$ cat config.mk
export PLATFORM = sky130hd
export DESIGN_NAME = uart_bus_master_flat
export DESIGN_NICKNAME = d
export VERILOG_FILES = /design/src/rtl/uart_regs_pkg.sv /design/src/rtl/uart_bus_master_if.sv /design/src/rtl/uart_poll_timer.sv /design/src/rtl/uart_bus_master.sv /design/src/flat_wrapper.sv
export SDC_FILE = /design/constraint.sdc
export NUM_CORES = 1
export LEC_CHECK = 0
export CORE_UTILIZATION = 51
export CTS_BUF_LIST = sky130_fd_sc_hd__clkbuf_8
export DETAILED_ROUTE_END_ITERATION = 16
export PLACE_DENSITY = 0.95
export SYNTH_ARGS = -nofsm -noshare
export SYNTH_HDL_FRONTEND = slang
export SYNTH_SLANG_ARGS = --single-unit
$ cat constraint.sdc
create_clock -name clk -period 4.4 [get_ports clk]
set_input_delay 1.1 -clock clk [delete_from_list [all_inputs] [get_ports clk]]
set_output_delay 1.1 -clock clk [all_outputs]
set_load 0.005 [all_outputs]
$ cat src/rtl/uart_regs_pkg.sv
// UART register map, UARTCON bit positions and the bus-master state encoding.
package uart_regs_pkg;

  // Register offsets from the UART base address.
  localparam logic [31:0] TxdOffset = 32'h0000_0000;
  localparam logic [31:0] RxdOffset = 32'h0000_0004;
  localparam logic [31:0] ConOffset = 32'h0000_0008;

  // UARTCON bit indices.
  localparam int unsigned ConTxStartBit = 0;
  localparam int unsigned ConRxEnBit    = 1;
  localparam int unsigned ConTxDoneBit  = 2;
  localparam int unsigned ConRxRdyBit   = 3;

  // UARTCON write values used by the sequences.
  localparam logic [31:0] ConTxGoVal = 32'h1 << ConTxStartBit;
  localparam logic [31:0] ConRxEnVal = 32'h1 << ConRxEnBit;
  localparam logic [31:0] ConClrVal  = 32'h0;

  typedef enum logic [3:0] {
    StIdle,
    StWrTxd,
    StWrTxGo,
    StPollTDone,
    StWrClr,
    StPollTClr,
    StWrRxEn,
    StPollRRdy,
    StRdRxd,
    StPollRClr,
    StAbort,
    StResp
  } state_e;

  // True for the states that repeatedly read UARTCON waiting on a status bit.
  function automatic logic is_poll_state(state_e st);
    return (st == StPollTDone) || (st == StPollTClr) ||
           (st == StPollRRdy)  || (st == StPollRClr);
  endfunction

  // Success condition of each poll state given the two UARTCON status bits.
  function automatic logic poll_hit(state_e st, logic tx_done, logic rx_rdy);
    logic hit;
    hit = 1'b0;
    case (st)
      StPollTDone: hit = tx_done;
      StPollTClr:  hit = !tx_done;
      StPollRRdy:  hit = rx_rdy;
      StPollRClr:  hit = !rx_rdy;
      default:     hit = 1'b0;
    endcase
    return hit;
  endfunction

endpackage

$ cat src/rtl/uart_bus_master_if.sv
// Host command/response channel plus the simple register bus toward the UART.
interface uart_bus_master_if;

  // Host command / response.
  logic        cmd_valid;
  logic        cmd_op;
  logic [7:0]  cmd_data;
  logic        cmd_ready;
  logic        rsp_valid;
  logic [7:0]  rsp_data;
  logic        rsp_err;

  // Register bus; rdata is combinational in the cycle rd is high.
  logic [31:0] addr;
  logic        wr;
  logic        rd;
  logic [31:0] wdata;
  logic [31:0] rdata;

  modport master (
    input  cmd_valid, cmd_op, cmd_data, rdata,
    output cmd_ready, rsp_valid, rsp_data, rsp_err, addr, wr, rd, wdata
  );

  modport slave (
    output cmd_valid, cmd_op, cmd_data, rdata,
    input  cmd_ready, rsp_valid, rsp_data, rsp_err, addr, wr, rd, wdata
  );

endinterface

$ cat src/rtl/uart_poll_timer.sv
// Counts unsuccessful poll reads; expired flags the last allowed read.
module uart_poll_timer #(
  parameter int unsigned TIMEOUT = 32'd1_000_000
) (
  input  logic clk,
  input  logic reset,
  input  logic clear,
  input  logic enable,
  output logic expired
);

  logic [31:0] count_q, count_d;

  assign expired = (count_q == 32'(TIMEOUT - 32'd1));

  // Clear wins over enable; saturate at the expiry value.
  always_comb begin
    count_d = count_q;
    if (clear) begin
      count_d = '0;
    end else if (enable && !expired) begin
      count_d = count_q + 32'd1;
    end
  end

  // Counter register.
  always_ff @(posedge clk or negedge reset) begin
    if (!reset) begin
      count_q <= '0;
    end else begin
      count_q <= count_d;
    end
  end

endmodule

$ cat src/rtl/uart_bus_master.sv
// Turns host send/receive commands into register-bus sequences on the UART block.
module uart_bus_master
  import uart_regs_pkg::*;
#(
  parameter int unsigned TIMEOUT   = 32'd1_000_000,
  parameter logic [31:0] UART_BASE = 32'h8000_0018
) (
  input logic               clk,
  input logic               reset,
  uart_bus_master_if.master bus
);

  localparam logic [31:0] TxdAddr = UART_BASE + TxdOffset;
  localparam logic [31:0] RxdAddr = UART_BASE + RxdOffset;
  localparam logic [31:0] ConAddr = UART_BASE + ConOffset;

  state_e state_q, state_d;

  logic       op_q;
  logic [7:0] txd_q;
  logic [7:0] rx_q;
  logic       err_q;

  logic        accept;
  logic        ld_rx;
  logic        set_err;
  logic        poll_clr;
  logic        poll_en;
  logic        poll_expired;
  logic        hit;

  logic        cmd_ready;
  logic        rsp_valid;
  logic [31:0] addr;
  logic [31:0] wdata;
  logic        wr;
  logic        rd;

  uart_poll_timer #(
    .TIMEOUT(TIMEOUT)
  ) u_poll_timer (
    .clk    (clk),
    .reset  (reset),
    .clear  (poll_clr),
    .enable (poll_en),
    .expired(poll_expired)
  );

  assign hit = poll_hit(state_q, bus.rdata[ConTxDoneBit], bus.rdata[ConRxRdyBit]);

  // Next-state and bus/handshake outputs, all decoded from the current state.
  always_comb begin
    state_d   = state_q;
    cmd_ready = 1'b0;
    rsp_valid = 1'b0;
    addr      = '0;
    wdata     = '0;
    wr        = 1'b0;
    rd        = 1'b0;
    accept    = 1'b0;
    ld_rx     = 1'b0;
    set_err   = 1'b0;
    poll_clr  = 1'b1;
    poll_en   = 1'b0;

    unique case (state_q)
      StIdle: begin
        cmd_ready = 1'b1;
        if (bus.cmd_valid) begin
          accept  = 1'b1;
          state_d = bus.cmd_op ? StWrRxEn : StWrTxd;
        end
      end
      StWrTxd: begin
        wr      = 1'b1;
        addr    = TxdAddr;
        wdata   = {24'b0, txd_q};
        state_d = StWrTxGo;
      end
      StWrTxGo: begin
        wr      = 1'b1;
        addr    = ConAddr;
        wdata   = ConTxGoVal;
        state_d = StPollTDone;
      end
      StPollTDone: if (hit) state_d = StWrClr;
      StWrClr: begin
        wr      = 1'b1;
        addr    = ConAddr;
        wdata   = ConClrVal;
        state_d = op_q ? StPollRClr : StPollTClr;
      end
      StPollTClr: if (hit) state_d = StResp;
      StWrRxEn: begin
        wr      = 1'b1;
        addr    = ConAddr;
        wdata   = ConRxEnVal;
        state_d = StPollRRdy;
      end
      StPollRRdy: if (hit) state_d = StRdRxd;
      StRdRxd: begin
        rd      = 1'b1;
        addr    = RxdAddr;
        ld_rx   = 1'b1;
        state_d = StWrClr;
      end
      StPollRClr: if (hit) state_d = StResp;
      StAbort: begin
        wr      = 1'b1;
        addr    = ConAddr;
        wdata   = ConClrVal;
        set_err = 1'b1;
        state_d = StResp;
      end
      StResp: begin
        rsp_valid = 1'b1;
        state_d   = StIdle;
      end
      default: state_d = StIdle;
    endcase

    // Shared poll behaviour: a hit on the final allowed read still counts as success.
    if (is_poll_state(state_q)) begin
      rd       = 1'b1;
      addr     = ConAddr;
      poll_clr = 1'b0;
      if (!hit) begin
        if (poll_expired) begin
          state_d = StAbort;
        end else begin
          poll_en = 1'b1;
        end
      end
    end
  end

  // FSM state register.
  always_ff @(posedge clk or negedge reset) begin
    if (!reset) begin
      state_q <= StIdle;
    end else begin
      state_q <= state_d;
    end
  end

  // Command latch and response capture.
  always_ff @(posedge clk or negedge reset) begin
    if (!reset) begin
      op_q  <= 1'b0;
      txd_q <= '0;
      rx_q  <= '0;
      err_q <= 1'b0;
    end else begin
      if (accept) begin
        op_q  <= bus.cmd_op;
        txd_q <= bus.cmd_data;
        rx_q  <= '0;
        err_q <= 1'b0;
      end
      if (ld_rx) begin
        rx_q <= bus.rdata[7:0];
      end
      if (set_err) begin
        err_q <= 1'b1;
        rx_q  <= '0;
      end
    end
  end

  assign bus.cmd_ready = cmd_ready;
  assign bus.rsp_valid = rsp_valid;
  assign bus.rsp_data  = rsp_valid ? rx_q : 8'h00;
  assign bus.rsp_err   = rsp_valid & err_q;
  assign bus.addr      = addr;
  assign bus.wdata     = wdata;
  assign bus.wr        = wr;
  assign bus.rd        = rd;

endmodule
$ cat src/flat_wrapper.sv
// flat-port wrapper written by rule: the top's interface ports become plain ports
module uart_bus_master_flat import uart_regs_pkg::*;
#(
  parameter int unsigned TIMEOUT   = 32'd1_000_000,
  parameter logic [31:0] UART_BASE = 32'h8000_0018
)
  (clk, reset, bus_cmd_valid, bus_cmd_op, bus_cmd_data, bus_rdata, bus_cmd_ready, bus_rsp_valid, bus_rsp_data, bus_rsp_err, bus_addr, bus_wr, bus_rd, bus_wdata);
  uart_bus_master_if bus_i ();
  input logic clk;
  input logic reset;
  input wire logic [$bits(bus_i.cmd_valid)-1:0] bus_cmd_valid;
  input wire logic [$bits(bus_i.cmd_op)-1:0] bus_cmd_op;
  input wire logic [$bits(bus_i.cmd_data)-1:0] bus_cmd_data;
  input wire logic [$bits(bus_i.rdata)-1:0] bus_rdata;
  output wire logic [$bits(bus_i.cmd_ready)-1:0] bus_cmd_ready;
  output wire logic [$bits(bus_i.rsp_valid)-1:0] bus_rsp_valid;
  output wire logic [$bits(bus_i.rsp_data)-1:0] bus_rsp_data;
  output wire logic [$bits(bus_i.rsp_err)-1:0] bus_rsp_err;
  output wire logic [$bits(bus_i.addr)-1:0] bus_addr;
  output wire logic [$bits(bus_i.wr)-1:0] bus_wr;
  output wire logic [$bits(bus_i.rd)-1:0] bus_rd;
  output wire logic [$bits(bus_i.wdata)-1:0] bus_wdata;
  assign bus_i.cmd_valid = bus_cmd_valid;
  assign bus_i.cmd_op = bus_cmd_op;
  assign bus_i.cmd_data = bus_cmd_data;
  assign bus_i.rdata = bus_rdata;
  assign bus_cmd_ready = bus_i.cmd_ready;
  assign bus_rsp_valid = bus_i.rsp_valid;
  assign bus_rsp_data = bus_i.rsp_data;
  assign bus_rsp_err = bus_i.rsp_err;
  assign bus_addr = bus_i.addr;
  assign bus_wr = bus_i.wr;
  assign bus_rd = bus_i.rd;
  assign bus_wdata = bus_i.wdata;
  uart_bus_master #(.TIMEOUT(TIMEOUT), .UART_BASE(UART_BASE)) u_core (.clk(clk), .reset(reset), .bus(bus_i));
endmodule
# Word-level counts from Yosys, hierarchy flattened
# Cells that the tools add are included.
# op_classes
n_mux	33
reduce_logical	13
bitwise	1
addsub	1
eq_ne	13
# ops
cell	count
32-bit two-way mux	3
32-bit case mux with 3 select lines	1
4-bit case mux with 10 select lines	1
32-bit by 1-bit adder with 32-bit output, second input constant	1
32-bit by 20-bit == test with 1-bit output, second input constant	1
4-bit two-way mux	8
8-bit two-way mux	4
8-bit case mux with 3 select lines	1
4-bit by 3-bit == test with 1-bit output, second input constant	4
4-bit == test, second input constant	4
1-bit two-way mux	13
4-bit by 2-bit == test with 1-bit output, second input constant	2
5-bit OR reduction	1
4-bit by 1-bit == test with 1-bit output, second input constant	1
4-bit logical NOT	1
1-bit case mux with 4 select lines	1
4-bit OR reduction	1
1-bit logical NOT	3
1-bit logical OR	3
3-bit two-way mux	1
3-bit nonzero test	1
2-bit != test, second input constant	1
2-bit nonzero test	1
2-bit OR reduction	1
2 further kinds	2
# totals
wordCells	67
regBits	54
output_inout_bits	77
in_bits	44

# Depth between registers and ports, before layout
# Gate-level depths: netlist of the first run.
# logic_depth
ltp_word	8
mapped_depth	9
depth_no_buf	6

# Cells and area by module
# A second synthesis of the first run with hierarchy kept.
# hier_totals
cells_unflattened	407
area_unflattened_um2	3666.0
# by_module_without_submodules
mod	n_inst	cells_per_inst	area_per_inst_um2	seq_area_each_um2
uart_poll_timer	1	209	1889.3	800.8
uart_bus_master	1	198	1776.7	550.5

# Least setup slack after synthesis of the first run
# OpenSTA, ideal clock, no wires.
# synth_path
path_type	flip-flop to output port
start	register u_core.state_q[2]
end	output port bus_addr[4]
path_buffers	3
path_stages_with_launch	8
path_slack_ns	1.766
required_ns	3.300
arrival_time_ns	1.534
path_cell_list	dfrtp_1 > buf_4 > inv_1 > nand2_1 > nor3_1 > clkbuf_1 > or2_2 > buf_4
# synth_between
elab_chain_cells	5
elab_cells_between_ends	16
cone_classes	eq/ne: 10; mux: 2; reduce/logical: 4
# synth_rtl
element	line	text
start, declared	uart_bus_master.sv:17	state_e state_q, state_d;
start signal, assigned	uart_bus_master.sv:140	state_q <= StIdle;
start signal, assigned	uart_bus_master.sv:142	state_q <= state_d;
branches (longest 4 deep; another with 32-bit case mux with 3 select lines)	-	
32-bit two-way mux *	uart_bus_master.sv:123	if (is_poll_state(state_q)) begin
end, declared	flat_wrapper.sv:19	output wire logic [$bits(bus_i.addr)-1:0] bus_addr;
# Every way passes the cells marked *.

# Worst setup path after layout of the first run
# layout_path
start	register u_core.state_q[2]
end	output port bus_rsp_data[1]
# layout_between
elab_chain_cells	3
# layout_rtl
element	line	text
4-bit == test	uart_bus_master.sv:66	unique case (state_q)
1-bit two-way mux	uart_bus_master.sv:66	
8-bit two-way mux	uart_bus_master.sv:172	assign bus.rsp_data = rsp_valid ? rx_q : 8'h00;
end, declared	flat_wrapper.sv:17	output wire logic [$bits(bus_i.rsp_data)-1:0] bus_rsp_data;
# No other way between the ends.

==> results of run 1 <==
stage by stage:
stage | power [uW] | setup slack (ps) | cell area (um2) | cells
2_1_floorplan | 1320 | 1770 | 3800 | 460
3_3_place_gp | 1560 | 908 | 3920 | 530
3_5_place_dp | 1610 | 858 | 3920 | 530
4_1_cts | 1900 | 508 | 4020 | 538
5_1_grt | 2050 | 205 | 4020 | 538
6_report | 1910 | 429 | 4020 | 538
worst max-delay path: stages (launching register included):
cell and delay (ps):
sky130_fd_sc_hd__dfrtp_1 630, sky130_fd_sc_hd__inv_1 310, sky130_fd_sc_hd__nand2_1 150, sky130_fd_sc_hd__nor3_1 730, sky130_fd_sc_hd__and2_1 240, sky130_fd_sc_hd__clkdlybuf4s50_1 510
cells in the mapped netlist (all sizes together), types with 6 or more instances:
master / instances / area, um2
nor4: 11 / 96.3
dfrtp: 54 / 1350
a22o: 8 / 70.1
a21oi: 40 / 200
or3: 6 / 37.5
mux2: 10 / 113
nand3: 17 / 95.1
and3: 9 / 56.3
or4: 20 / 150
buf: 64 / 452
o21ai: 11 / 55.1
and2: 19 / 119
clkbuf: 12 / 45.0
inv: 7 / 26.3
nand4: 8 / 56.3
nand2: 36 / 140
o31ai: 19 / 143
nor2: 15 / 56.3
nor3: 8 / 40.0
area by class of cell:
| class | instances | area, um2 | share of cell area, % |
|---|---|---|---|
| multi-input combinational | 323 | 1940 | 48.3 |
| inverter | 7 | 26.3 | 0.654 |
| tap | 96 | 120 | 2.99 |
| timing repair buffer | 50 | 483 | 12.0 |
| clock buffer | 6 | 82.6 | 2.06 |
| clock inverter | 2 | 12.5 | 0.312 |
| sequential | 54 | 1350 | 33.6 |
logic make-up after synthesis:
kind of cell             after synthesis  synth area share (%)
multiplexers                          12                  3.67
AND/OR/NAND/NOR                      161                  26.0
flip-flops                            54                  37.4
XOR/XNOR                               2                 0.485
buffers and inverters                 83                  14.5
adder cells (fa/ha/maj)                1                 0.346
other                                  1                 0.104
AO/OA/AOI/OAI                         96                  17.5
registers in the layout, indices dropped and copies added, names as in the netlist:
| name | cells |
|---|---|
| u_core.rx_q | 8 |
| u_core.txd_q | 8 |
| u_core.state_q | 4 |
| u_core.op_q | 1 |
| u_core.u_poll_timer.count_q | 32 |
| u_core.err_q | 1 |
layer usage:
metal,vias to the layer above,track usage [%]
li1,1458,-
met1,1504,28.0
met2,157,39.1
met3,17,3.90
met4,0,7.27
met5,-,0
worst paths after layout:
path	from	end	slack, ps
min in group asynchronous	reset	u_core.u_poll_timer.count_q[5]	910
min reg2reg	u_core.rx_q[2]	u_core.rx_q[2]	510
max reg2reg	u_core.u_poll_timer.count_q[0]	u_core.u_poll_timer.count_q[2]	1660
max	u_core.state_q[2]	bus_rsp_data[1]	430
min	u_core.rx_q[2]	u_core.rx_q[2]	510
max in group asynchronous	reset	u_core.u_poll_timer.count_q[12]	3040
layout by cell type (no fill, tap or decap), drive strengths merged, types with 2 or more instances in the layout:
| master | n |
|---|---|
| or3 | 6 |
| o311ai | 3 |
| clkbuf | 6 |
| clkdlybuf4s50 | 44 |
| nand3 | 17 |
| nand2b | 4 |
| and3 | 9 |
| mux2 | 10 |
| or4 | 20 |
| inv | 7 |
| mux2i | 2 |
| and4 | 3 |
| nand4 | 8 |
| a31oi | 2 |
| o31ai | 19 |
| and2 | 19 |
| nand2 | 36 |
| nor4 | 11 |
| o21a | 3 |
| o21ai | 11 |
| a22o | 8 |
| buf | 6 |
| nor2 | 15 |
| conb | 51 |
| a21oi | 40 |
| o41ai | 2 |
| dfrtp | 54 |
| nor3 | 8 |
power breakdown:
group	switching (uW)	internal [uW]	total, uW
combinational	527	393	919
sequential	98.7	598	697
clock	164	127	290
==> reports/qor.csv, run 1 <==
metric;value;unit
cts_tree;built;
top_layer_used;met4;
max_slew_violation_total_from_the_final_report;0;
synthesized_area_divided_by_synthesized_cell_count;8.82;um2
synth_ff_type;sky130_fd_sc_hd__dfrtp_1;
maximum_number_of_pins_on_one_net_before_global_route_repair;55;
globalRouteTotalUtil;22.3;%
criticalPathCategory;reg -> out;
worst_slew_pin_slew;1270;ps
first_global_vias;2903;
drive_gt1_share;8.60;%
floorplan.die_area;7430;um2
ir_worst_vdd;0.179;mV
synthToLayoutAreaGrowth;11.1;%
route.met3.wl;546;um
ys_seq_elements;54;
async_reset_ff_share;100;%
depth_of_the_cts_h_tree;2;
power_density;475;nW/um2
cts.clk_slew.worst_paths;100;ps
detail_route.wirelength.met1;3.32;mm
io_buffer_count;45;
ant_nets;0;
cts_setup_buffers;0;
cts.sink_count;54;
end_kind;output port;
setup_viol;0;
synth_enable_flop_cells;0;
hold_violations;0;
final_period_utilization;90.2;%
clockRootBuffer;sky130_fd_sc_hd__clkbuf_8;
synthDistinctLibCells;52;
worst_skew_pair.late_latency;310;ps
grt_pass1_wl;13.4;mm
max_freq;252;MHz
drt_wl_total;8.09;mm
fillerInstances;604;
crit_required;3300;ps
grt-ovfl-total;0;
dp_hpwl;5.56;mm
gpl.final_weighted_congestion;0.865;
postLayoutCoreUtil;58.8;%
worst_r2r_path_depth;6;
netlist_area;3610;um2
die_w;86.2;um
insertedDiodeCount;0;
fin_worst_skew;3.03;ps
synth-warning-count;0;
timing.critical_path.arrival;2870;ps
initial_core_util;52.9;%
drc_violation_count_after_routing;0;
boundaryPins;121;
setup_total_negative_slack;0;ps
power.leakage;0.00166;uW
route.met2.wl;4.09;mm
fin_crit;3970;ps
holdBufCountCts;0;
crit_path_start_kind;flip-flop;
hold_path_stages;1;
hold_path.class;reg -> reg;
die_extent_in_y;86.2;um
grt_antenna_before_repair;0;
timing.max_cap.violations;0;
seq_area_frac_synth;37.4;%
postCtsResizedCells;0;
rsz_0062_raised_after_global_routing;no;
whs;509;ps
core-area;6830;um2
routed-via-count;3136;
critical_path.max_fanout;21;
firstDrtPassIters;5;
violation_count_after_the_first_detailed_route_iteration;211;
count_of_nets_after_finishing;486;
placement_rows;30;
cts.path.max_buffers;2;
maxSlewHeadroom;14.5;%
post_drt_via_cell_ratio;5.83;
cts-buffers-inserted;5;
detail_route.wl_per_cell;15.0;um
run_status;finished clean;
synthesis.instances;410;
Note: power is estimated with default switching activity, not from simulation.
==> run 2: changes to the inputs <==
==> constraint.sdc (replaced) <==
create_clock -name clk -period 4.4 [get_ports clk]
set_input_delay 0.66 -clock clk [delete_from_list [all_inputs] [get_ports clk]]
set_output_delay 0.66 -clock clk [all_outputs]
set_load 0.005 [all_outputs]
==> run 2 against run 1 <==
  * Global-route usage decreased by 1.3 points
  * Highest routed layer unchanged
  * Combinational power decreased by 8.3%
  * First-iteration DRC count decreased by 5.2%
  * Power decreased by 2.3%
  * Fmax increased by 11%
  * Critical path depth decreased by 1
  * Sequential share of layout area increased by 0.17 points
  * Utilization decreased by 0.29 points
  * Non-clock buffer count decreased by 2
  * Design area decreased by 0.50%
  * Cell count decreased by 0.37%
  * Largest cell class unchanged
  * Critical endpoint unchanged
  * Register-to-register slack got worse by 30 ps
==> reports/qor.csv, run 2 (synthesis results as in run 1) <==
metric;value;unit
post_drt_via_cell_ratio;5.86;
rsz_0062_raised_after_global_routing;no;
floorplan.die_area;7430;um2
ant_nets;0;
timing.max_cap.violations;0;
critical_path.slowest_cell;sky130_fd_sc_hd__dfrtp_1;
non_filler_cells_final;536;
cts.sink_count;54;
final_common_cell;sky130_fd_sc_hd__dfrtp_1;
io_buffer_count;45;
cts.path.max_buffers;2;
power_density;466;nW/um2
postCtsResizedCells;0;
crit_path_start_kind;flip-flop;
fin_worst_skew;6.88;ps
core-area;6830;um2
cts-buffers-inserted;5;
detail_route.wl_per_cell;14.3;um
cts_tree;built;
crit_required;3740;ps
post-place-cells;528;
max_freq;279;MHz
critical_path.max_fanout;19;
depth_of_the_cts_h_tree;2;
globalRouteTotalUtil;21.0;%
first_global_vias;2773;
hold_path.class;in -> async;
holdBufCountCts;0;
worst_slack_placed;1200;ps
insertedDiodeCount;0;
firstDrtPassIters;5;
largest-register;u_core.u_poll_timer.count_q;
fillerInstances;608;
maxSlewHeadroom;15.2;%
most_frequent_cells_in_the_layout;54 x sky130_fd_sc_hd__dfrtp_1, 51 x sky130_fd_sc_hd__conb_1, 44 x sky130_fd_sc_hd__clkdlybuf4s50_1;
cts_setup_buffers;0;
end_kind;output port;
largest_registers;u_core.u_poll_timer.count_q x32, u_core.rx_q x8, u_core.txd_q x8;
worst_skew_pair.late_latency;310;ps
grt_pass1_wl;12.6;mm
hold_violations;0;
drive_gt1_share;8.18;%
fin_crit;3580;ps
criticalPathCategory;reg -> out;
power.leakage;0.00165;uW
setup_viol;0;
gpl.final_weighted_congestion;0.858;
grt-ovfl-total;0;
grt_antenna_before_repair;0;
largest_register_ffs;32;
worst_slew_pin_slew;1260;ps
violation_count_after_the_first_detailed_route_iteration;200;
postLayoutCoreUtil;58.5;%
path_cells;inv_1 -> nor3_1 -> and2_1 -> clkdlybuf4s50_1;
setup_total_negative_slack;0;ps
placement_rows;30;
crit_path_max_incr_delay;790;ps
drt_wl_total;7.69;mm
boundaryPins;121;
total_power;1860;uW
post-route-worst-setup-slack;819;ps
synthToLayoutAreaGrowth;10.6;%
run_status;finished clean;
initial_core_util;52.9;%
dp_hpwl;5.38;mm
final_period_utilization;81.4;%
routed-via-count;3139;
cts.clk_slew.worst_paths;100;ps
maximum_number_of_pins_on_one_net_before_global_route_repair;55;
timing.critical_path.arrival;2920;ps
ir_worst_vdd;0.280;mV
die_w;86.2;um
clockRootBuffer;sky130_fd_sc_hd__clkbuf_8;
drc_violation_count_after_routing;0;
count_of_nets_after_finishing;484;
max_slew_violation_total_from_the_final_report;0;
die_extent_in_y;86.2;um
## run 2: worst max-delay path, delay by kind of cell, from the launching register on
| family | cells | cell delay [ps] |
|---|---|---|
| buf+inv | 2 | 810 |
| flops | 1 | 790 |
| simple gates | 2 | 1020 |
## run 2: power by group
group | internal [uW] | switching (uW)
clock | 112 | 167
sequential | 597 | 142
combinational | 381 | 462
total | 1090 | 771
## run 2: final cells by class
cell class | count | area [um2] | area share, %
sequential | 54 | 1350 | 33.8
timing repair buffer | 48 | 468 | 11.7
clock buffer | 5 | 68.8 | 1.72
multi-input combinational | 323 | 1940 | 48.6
clock inverter | 3 | 21.3 | 0.532
tap | 96 | 120 | 3.01
inverter | 7 | 26.3 | 0.657
## run 2: worst paths after layout
path	from	end	slack (ps)	cells past startpoint
min in group clk	u_core.rx_q[1]	u_core.rx_q[1]	510	1
min	reset	u_core.u_poll_timer.count_q[5]	450	2
max reg2reg	u_core.u_poll_timer.count_q[0]	u_core.state_q[1]	1630	6
min reg2reg	u_core.rx_q[1]	u_core.rx_q[1]	510	1
max in group asynchronous	reset	u_core.u_poll_timer.count_q[20]	3450	2
max	u_core.state_q[0]	bus_rsp_data[1]	820	4
## run 2: routing by layer
layer | wire length [um] | global-route usage, % | part of all wire, %
met4 | 91 | 5.76 | 1.2
met5 | 0 | 0 | 0
met1 | 3220 | 27.2 | 42
met2 | 3820 | 36.0 | 50
met3 | 558 | 4.00 | 7.3
## run 2: through the flow
step                      hold slack [ps]  cell area (um2)
final                                 447             4000
after global routing                  524             4000
after detailed placement              479             3910
after CTS                             488             4000
after floorplan                       364             3800
after global placement                474             3910
==> run 3: changes to the inputs <==
--- a/config.mk
+++ b/config.mk
@@ -5,10 +5,10 @@
 export SDC_FILE = /design/constraint.sdc
 export NUM_CORES = 1
 export LEC_CHECK = 0
-export CORE_UTILIZATION = 51
+export CORE_UTILIZATION = 48
 export CTS_BUF_LIST = sky130_fd_sc_hd__clkbuf_8
 export DETAILED_ROUTE_END_ITERATION = 16
-export PLACE_DENSITY = 0.95
+export PLACE_DENSITY = 0.93
 export SYNTH_ARGS = -nofsm -noshare
 export SYNTH_HDL_FRONTEND = slang
 export SYNTH_SLANG_ARGS = --single-unit
==> constraint.sdc (replaced) <==
create_clock -name clk -period 3.4 [get_ports clk]
set_input_delay 0.51 -clock clk [delete_from_list [all_inputs] [get_ports clk]]
set_output_delay 0.51 -clock clk [all_outputs]
set_load 0.005 [all_outputs]
==> run 3 against run 2 <==
  * Via count shrank 1.1%
  * Power grew 37%
  * Setup slack lost 470 ps
==> reports/qor.csv, run 3 (synthesis results as in run 1) <==
metric;value;unit
rrSetupSlack;1020;ps
end_kind;output port;
die_w;88.8;um
cts.clk_slew.worst_paths;110;ps
cts.path.max_buffers;2;
fillerInstances;654;
globalRouteTotalUtil;21.8;%
violation_count_after_the_first_detailed_route_iteration;163;
cts-buffers-inserted;5;
post-route-worst-setup-slack;346;ps
maxSlewHeadroom;47.3;%
power_density;627;nW/um2
postCtsResizedCells;0;
floorplan.die_area;7880;um2
depth_of_the_cts_h_tree;2;
final_period_utilization;89.8;%
core-area;7250;um2
timing.critical_path.arrival;2540;ps
gpl.final_weighted_congestion;0.853;
p_sw_share;40.5;%
fin_crit;3050;ps
ant_nets;0;
final_common_cell;sky130_fd_sc_hd__dfrtp_1;
post_drt_via_cell_ratio;5.71;
power.leakage;0.00169;uW
critical_path.max_fanout;19;
fin_worst_skew;13.3;ps
worst_r2r_path_depth;5;
detail_route.wl_per_cell;14.5;um
cts_setup_buffers;0;
drc_violation_count_after_routing;0;
grt_pass1_wl;13.3;mm
net_switching;1030;uW
count_of_nets_after_finishing;489;
firstDrtPassIters;5;
worst_slew_pin_slew;790;ps
critical_path.slowest_cell;sky130_fd_sc_hd__dfrtp_1;
path_cells;inv_1 -> nor2_1 -> a21oi_1 -> o22ai_1 -> clkdlybuf4s50_1;
crit_path_max_incr_delay;780;ps
cellInternalPower;1520;uW
criticalPathCategory;reg -> out;
drt_wl_total;7.92;mm
first_global_vias;2880;
routed-via-count;3106;
timing.rr.end;u_core.u_poll_timer.count_q[12];
rr_startpoint;u_core.state_q[3];
largest_registers;u_core.u_poll_timer.count_q x32, u_core.rx_q x8, u_core.txd_q x8;
rsz_0062_raised_after_global_routing;no;
dp_hpwl;5.59;mm
worst_slack_placed;560;ps
worst_skew_pair.late_latency;320;ps
crit_path_start_kind;flip-flop;
clockRootBuffer;sky130_fd_sc_hd__clkbuf_8;
holdBufCountCts;0;
post-place-cells;536;
grt_antenna_before_repair;0;
max_freq;327;MHz
timing.max_cap.violations;0;
power.share.sequential;35.1;%
grt-ovfl-total;0;
largest-register;u_core.u_poll_timer.count_q;
drive_gt1_share;9.21;%
setup_viol;0;
share_clk_of_total_power;17.9;%
pwr-share-comb;47.0;%
non_filler_cells_final;544;
io_buffer_count;45;
most_frequent_cells_in_the_layout;54 x sky130_fd_sc_hd__dfrtp_1, 51 x sky130_fd_sc_hd__conb_1, 44 x sky130_fd_sc_hd__clkdlybuf4s50_1;
hold_violations;0;
cts_tree;built;
placement_rows;31;
ir_worst_vdd;0.243;mV
synthToLayoutAreaGrowth;12.4;%
boundaryPins;121;
maximum_number_of_pins_on_one_net_before_global_route_repair;37;
run_status;finished clean;
initial_core_util;49.8;%
crit_required;2890;ps
largest_register_ffs;32;
die_extent_in_y;88.8;um
hold_path.class;in -> async;
max_slew_violation_total_from_the_final_report;0;
cts.sink_count;54;
insertedDiodeCount;0;
setup_total_negative_slack;0;ps
-- run 3: changes by cell type in the layout (fill, tap and decap cells not counted), sizes merged --
cell      change
buf           +5
bufinv        +1
clkinv        -1
clkinvlp      -1
inv           +1
-- run 3: through the flow --
stage | utilization (%) | hold slack, ps | area [um2] | power [uW]
4_1_cts | 56.0 | 291 | 4060 | 2560
3_5_place_dp | 54.4 | 474 | 3950 | 2100
5_1_grt | 56.0 | 313 | 4060 | 2740
6_report | 56.0 | 261 | 4060 | 2550
3_3_place_gp | 54.4 | 475 | 3950 | 2030
2_1_floorplan | - | 214 | 3800 | 1710
-- run 3: how the worst max path moves through the flow --
stage | startpoint | endpoint | slack (ps)
global route | u_core.state_q[0] | bus_wdata[1] | 150
detailed placement | bus_rdata[2] | u_core.u_poll_timer.count_q[12] | 560
global placement | bus_rdata[2] | u_core.u_poll_timer.count_q[16] | 640
floorplan | u_core.state_q[2] | bus_addr[4] | 1360
CTS | u_core.state_q[0] | bus_wr | 360
finish | u_core.state_q[0] | bus_wr | 350
-- run 3: critical path: cells and delay by family, from the launching register on --
kind	cells	cell delay [ps]
DFF	1	780
and+or+nand+nor	1	310
buffers and inverters	2	850
AOI/OAI and AO/OA	2	280
-- run 3: final cells by class --
| class | count | area, um2 | area share, % |
|---|---|---|---|
| tap | 99 | 124 | 3.05 |
| sequential | 54 | 1350 | 33.3 |
| multi-input combinational | 323 | 1940 | 47.8 |
| inverter | 7 | 26.3 | 0.647 |
| clock inverter | 3 | 47.5 | 1.17 |
| clock buffer | 5 | 68.8 | 1.69 |
| timing repair buffer | 53 | 505 | 12.4 |
-- run 3: power by group through the flow --
stage | combinational [uW] | clock (uW) | sequential (uW)
final | 1200 | 456 | 894
after global routing | 1320 | 495 | 918
after CTS | 1200 | 465 | 893
after detailed placement | 1190 | 0 | 907
after global placement | 1140 | 0 | 895
after floorplan | 880 | 0 | 833
-- run 3: layer usage --
layer	vias to the layer above	track usage, %	wire (um)
met5	-	0	0
met3	16	3.82	458
met2	133	38.1	3970
met1	1487	26.9	3340
li1	1470	-	-
met4	0	8.21	150
